--- src/rtl/alu_pkg.sv ---
// Shared ALU definitions: sequencer state encoding and opcode values.
package alu_pkg;

    typedef enum logic [1:0] {
        ST_IDLE = 2'd0,
        ST_RUN  = 2'd1,
        ST_DONE = 2'd2
    } state_t;

    localparam logic ALU_OP_ADD = 1'b0;
    localparam logic ALU_OP_SUB = 1'b1;

endpackage

--- src/rtl/full_adder_samp.sv ---
// One-bit full adder used as the bit-slice of the serial ALU.
module full_adder_samp (
    input  logic a_in,
    input  logic b_in,
    input  logic c_in,
    output logic sum,
    output logic c_out
);

    // Plain combinational sum and majority carry.
    always_comb begin
        sum   = a_in ^ b_in ^ c_in;
        c_out = (a_in & b_in) | (a_in & c_in) | (b_in & c_in);
    end

endmodule

--- src/rtl/serial_alu_add_ctrl.sv ---
// Bit-serial add/subtract sequencer: shifts the operands LSB-first through one
// shared full adder and reports result, carry and overflow with a done pulse.
module serial_alu_add_ctrl
    import alu_pkg::*;
#(
    parameter int WIDTH = 4,
    parameter int CNT_W = $clog2(WIDTH) + 1
) (
    input  logic             clk_in,
    input  logic             rst_n_in,
    input  logic             start_in,
    input  logic             op_sub_in,
    input  logic [WIDTH-1:0] a_in,
    input  logic [WIDTH-1:0] b_in,
    output logic             busy_out,
    output logic             done_out,
    output logic [WIDTH-1:0] result_out,
    output logic             c_out,
    output logic             ovf_out
);

    localparam logic [CNT_W-1:0] LAST_CNT = CNT_W'(WIDTH - 1);

    state_t             state;
    state_t             state_next;
    logic [WIDTH-1:0]   a_sh;
    logic [WIDTH-1:0]   b_sh;
    logic [WIDTH-1:0]   s_sh;
    logic               carry;
    logic [CNT_W-1:0]   cnt;
    logic               fa_sum;
    logic               fa_cout;
    logic               load;
    logic               last_bit;

    // Operands are accepted from IDLE, or from DONE for back-to-back operation.
    assign load     = start_in && ((state == ST_IDLE) || (state == ST_DONE));
    assign last_bit = (state == ST_RUN) && (cnt == LAST_CNT);

    full_adder_samp u_fa (
        .a_in  (a_sh[0]),
        .b_in  (b_sh[0]),
        .c_in  (carry),
        .sum   (fa_sum),
        .c_out (fa_cout)
    );

    // State register.
    always_ff @(posedge clk_in or negedge rst_n_in) begin
        if (!rst_n_in) begin
            state <= ST_IDLE;
        end else begin
            state <= state_next;
        end
    end

    // Next-state logic; busy/done are decoded from the registered state only.
    always_comb begin
        state_next = state;
        busy_out   = 1'b0;
        done_out   = 1'b0;
        case (state)
            ST_IDLE: begin
                if (start_in) begin
                    state_next = ST_RUN;
                end
            end
            ST_RUN: begin
                busy_out = 1'b1;
                if (cnt == LAST_CNT) begin
                    state_next = ST_DONE;
                end
            end
            ST_DONE: begin
                done_out   = 1'b1;
                state_next = start_in ? ST_RUN : ST_IDLE;
            end
            default: begin
                state_next = ST_IDLE;
            end
        endcase
    end

    // Operand load, per-bit shifting and the result capture on the final bit.
    // Subtraction is A + ~B + 1, the +1 entering as the initial carry.
    always_ff @(posedge clk_in or negedge rst_n_in) begin
        if (!rst_n_in) begin
            a_sh       <= '0;
            b_sh       <= '0;
            s_sh       <= '0;
            carry      <= 1'b0;
            cnt        <= '0;
            result_out <= '0;
            c_out      <= 1'b0;
            ovf_out    <= 1'b0;
        end else if (load) begin
            a_sh  <= a_in;
            b_sh  <= (op_sub_in == ALU_OP_SUB) ? ~b_in : b_in;
            carry <= (op_sub_in == ALU_OP_SUB);
            cnt   <= '0;
        end else if (state == ST_RUN) begin
            s_sh  <= {fa_sum, s_sh[WIDTH-1:1]};
            a_sh  <= a_sh >> 1;
            b_sh  <= b_sh >> 1;
            carry <= fa_cout;
            cnt   <= cnt + CNT_W'(1);
            if (last_bit) begin
                result_out <= {fa_sum, s_sh[WIDTH-1:1]};
                c_out      <= fa_cout;
                ovf_out    <= fa_cout ^ carry;
            end
        end
    end

endmodule

--- config.mk ---
export PLATFORM = sky130hd
export DESIGN_NAME = serial_alu_add_ctrl
export DESIGN_NICKNAME = d
export VERILOG_FILES = /design/src/rtl/alu_pkg.sv /design/src/rtl/full_adder_samp.sv /design/src/rtl/serial_alu_add_ctrl.sv
export SDC_FILE = /design/constraint.sdc
export NUM_CORES = 1
export LEC_CHECK = 0
export BUFFER_PORTS_ARGS = -buffer_cell sky130_fd_sc_hd__buf_4
export CORE_MARGIN = 2
export CORE_UTILIZATION = 45
export CTS_CLUSTER_DIAMETER = 50
export DETAILED_ROUTE_END_ITERATION = 10
export MAX_ROUTING_LAYER = met4
export PLACE_DENSITY = 0.68
export SYNTH_ARGS = -nofsm -noshare
export SYNTH_HDL_FRONTEND = slang
export SYNTH_HIERARCHICAL = 1
export SYNTH_SLANG_ARGS = --single-unit
--- constraint.sdc ---
create_clock -name clk_in -period 4.3 [get_ports clk_in]
set_input_delay 0.43 -clock clk_in [delete_from_list [all_inputs] [get_ports clk_in]]
set_output_delay 0.43 -clock clk_in [all_outputs]
set_load 0.01 [all_outputs]
==> summary.json <==
{
  "run_status": {"value": "completed"},
  "worst_hold_path_type": {"value": "input port to flop"},
  "core_area": {"value": 0.00217, "unit": "mm^2"},
  "first_global_vias": {"value": 655},
  "report.final.slew_viol_count": {"value": 0},
  "yosys_register_bits": {"value": 23},
  "synthesis_to_finish_area_growth": {"value": 18.1, "unit": "%"},
  "design.portCount": {"value": 20},
  "row_count": {"value": 17},
  "finalCriticalPeriod": {"value": 1870, "unit": "ps"},
  "crit_type": {"value": "flop to output port"},
  "dr.first_iter.drc_count": {"value": 8},
  "number_of_enable_flip_flop_cells_after_synthesis": {"value": 0},
  "cts_root_buffer": {"value": "clkbuf_4"},
  "timing.final.setup_violations": {"value": 0},
  "synth.area.mux_share": {"value": 5.51, "unit": "%"},
  "endpoint_kind": {"value": "output port"},
  "worstHoldEndpoint": {"value": "a_sh[0]$_DFFE_PN0P_"},
  "ff2ff_setup_slack": {"value": 2840, "unit": "ps"},
  "hold_buffers": {"value": 1},
  "grt_remaining_overflow": {"value": 0},
  "antenna_violations_before_repair": {"value": 0},
  "cts-resized-gates": {"value": 0},
  "required": {"value": 3870, "unit": "ps"},
  "instances_no_fill": {"value": 143},
  "insertedDiodeCount": {"value": 0},
  "clock_pin_slew_on_the_worst_setup_and_hold_paths": {"value": 110, "unit": "ps"},
  "finalHoldViolCount": {"value": 0},
  "critical_path_peak_fanout": {"value": 15},
  "num_vias": {"value": 713},
  "ant_nets": {"value": 0},
  "wl": {"value": 1650, "unit": "um"},
  "depth_of_the_cts_h_tree": {"value": 1},
  "grt_max_degree": {"value": 24},
  "drc": {"value": 0},
  "synthSimpleGateAreaFrac": {"value": 16.5, "unit": "%"},
  "share_of_the_yosys_chip_area_belonging_to_registers": {"value": 56.4, "unit": "%"},
  "grt_setup_unrepaired": {"value": "no"},
  "clock_sinks": {"value": 23},
  "timing.reg2reg.worst_path_depth": {"value": 4},
  "dr.pass1.iters": {"value": 4},
  "clk-insertion-delay-late": {"value": 300, "unit": "ps"},
  "postSynth.asyncResetShare": {"value": 100, "unit": "%"},
  "vdd_ir_drop_max": {"value": 386, "unit": "uV"},
  "critPathLaunchType": {"value": "flop"},
  "post_synth_inst_count": {"value": 95},
  "critical_path_arrival": {"value": 1440, "unit": "ps"},
  "worst_slew_margin_rel": {"value": 75.7, "unit": "%"},
  "synthXorXnorAreaFrac": {"value": 4.29, "unit": "%"},
  "synthFlopType": {"value": "dfrtp_1"},
  "initial_core_util": {"value": 47.1, "unit": "%"},
  "die_width": {"value": 51.6, "unit": "um"},
  "cts-root-to-sink-buffers": {"value": 2},
  "dpl.hpwl": {"value": 1210, "unit": "um"},
  "grt.total_usage": {"value": 14.9, "unit": "%"},
  "holdPathStages": {"value": 3},
  "leakagePower": {"value": 0.585, "unit": "nW"},
  "first_pass_grt_wire_length": {"value": 2870, "unit": "um"},
  "worst_r2r_endpoint": {"value": "result_out[2]$_DFFE_PN0P_"},
  "startpoint_of_the_most_critical_register_to_register_path": {"value": "cnt[0]$_DFFE_PN0P_"},
  "post_cts_buffers": {"value": 0},
  "timing.setup.tns": {"value": 0, "unit": "ps"},
  "synth_cell_types": {"value": 25},
  "dominant_combinational_cell_family_by_area_after_synthesis": {"value": "simple AND/OR/NAND/NOR gates"},
  "wire_per_inst": {"value": 11.5, "unit": "um"},
  "post_drt_via_cell_ratio": {"value": 4.99},
  "drive_gt1_share": {"value": 27.0, "unit": "%"},
  "die_h": {"value": 51.6, "unit": "um"},
  "die-area": {"value": 0.00267, "unit": "mm^2"},
  "final_net_count": {"value": 131},
  "finalWeightedCongestion": {"value": 0.722},
  "cellPowerDensity": {"value": 698, "unit": "mW/mm^2"},
  "synth_adder_area_share": {"value": 4.41, "unit": "%"},
  "synth_area": {"value": 0.00102, "unit": "mm^2"},
  "post-place-cells": {"value": 138},
  "hold_path_startpoint": {"value": "a_in[0]"},
  "cts_tree": {"value": "done"},
  "worst_slew_pin_slew": {"value": 363, "unit": "ps"},
  "synth.yosys.warnings": {"value": 6},
  "finalCritPeriodShare": {"value": 43.5, "unit": "%"},
  "share_of_the_synthesized_area_in_compound_gates_ao_oa_aoi_oai": {"value": 8.95, "unit": "%"},
  "cap_violations": {"value": 0},
  "synth.avg_cell_area": {"value": 10.7, "unit": "um^2"},
  "tritoncts_buffer_count": {"value": 3},
  "buffer_ports.inserted": {"value": 19},
  "timing.clock.skew": {"value": 0.743, "unit": "ps"},
  "max_freq": {"value": 0.534, "unit": "GHz"},
  "syn-num-nets": {"value": 110}
}
-- synthesized netlist by cell type (2+ instances only) --
cell type | instances | area, um^2
nand2b_2 | 2 | 17.5
o21ai_0 | 3 | 15.0
dfrtp_1 | 23 | 576
xor2_1 | 4 | 35.0
nor2b_1 | 2 | 12.5
mux2_2 | 5 | 56.3
nand2_1 | 23 | 86.3
a22o_1 | 2 | 17.5
nand3_1 | 2 | 10.0
inv_1 | 2 | 7.51
a31oi_1 | 5 | 31.3
ha_1 | 2 | 25.0
nor2_1 | 7 | 26.3
buf_2 | 2 | 10.0
-- final cells by class --
class	instances	area (um^2)
timing repair buffer	20	153
tap	28	35.0
fill	211	963
sequential	23	576
clock buffer	4	26.3
inverter	3	11.3
multi-input combinational	65	405
-- critical path, cell delays in order, from the launching register on --
cell	delay, ps
dfrtp_1	400
nand2b_2	320
inv_2	260
buf_4	170
-- metal layers --
layer  track usage (%)  wire length [um]
met5                 -                 0
met4              3.95                14
met1              20.7               799
met3              3.45               106
met2              22.2               726
-- registers in the layout, summed over array words and instances, names as in the netlist --
register    count
a_sh            4
b_sh            4
result_out      4
cnt             3
s_sh            3
state           2
c_out           1
carry           1
ovf_out         1
-- kinds of logic (layout without fill, tap and decap cells) --
logic type	after synthesis	in the layout
XOR/XNOR	5	5
AO/OA/AOI/OAI	14	14
buffers and inverters	7	27
multiplexers	5	5
AND/OR/NAND/NOR	38	38
flip-flops	23	23
adder cells (fa/ha/maj)	3	3
-- report_power, final --
group / switching (mW) / internal, mW / leakage [nW] / total [mW]
Sequential: 0.0599 / 0.318 / 0.286 / 0.378
Clock: 0.0592 / 0.0362 / 0.0150 / 0.0953
Combinational: 0.192 / 0.176 / 0.284 / 0.368
-- through the flow --
stage	total power, mW	worst slack, ps	hold WS [ps]	area (um^2)	utilization [%]
floorplan	0.654	2930	134	1020	-
global placement	0.746	2810	335	1170	53.9
detailed placement	0.759	2780	336	1170	53.9
CTS	0.857	2420	338	1210	55.6
global route	0.922	2330	345	1210	55.6
finish	0.842	2430	349	1210	55.6
-- cells in the final DEF, fill, tap and decap left out --
cell | Yosys | final
inv_1 | 2 | 2
nand3_1 | 2 | 2
nor2b_1 | 2 | 2
dlygate4sd3_1 | 0 | 1
clkbuf_1 | 0 | 1
buf_4 | 1 | 19
nand2b_2 | 2 | 2
o2bb2ai_1 | 1 | 1
o22ai_1 | 1 | 1
nand2_1 | 23 | 23
xnor2_1 | 1 | 1
nor3_1 | 1 | 1
nor2_1 | 7 | 7
inv_2 | 1 | 1
a21oi_1 | 1 | 1
a22oi_1 | 1 | 1
a31oi_1 | 5 | 5
a22o_1 | 2 | 2
ha_1 | 2 | 2
o21ai_0 | 3 | 3
xor2_1 | 4 | 4
mux2_2 | 5 | 5
fa_1 | 1 | 1
clkbuf_4 | 0 | 3
dfrtp_1 | 23 | 23
nand3b_2 | 1 | 1
-- worst max path at each step --
stage,startpoint,cells past startpoint,end,slack (ps)
final,state[1]$_DFFE_PN0P_,3,busy_out,2430
after global routing,state[1]$_DFFE_PN0P_,3,busy_out,2330
after CTS,state[1]$_DFFE_PN0P_,3,busy_out,2420
after detailed placement,state[1]$_DFFE_PN0P_,3,busy_out,2780
after global placement,state[1]$_DFFE_PN0P_,3,busy_out,2810
after floorplan,cnt[0]$_DFFE_PN0P_,4,c_out$_DFFE_PN0P_,2930
No activity file was read; power rests on OpenSTA's default activity.
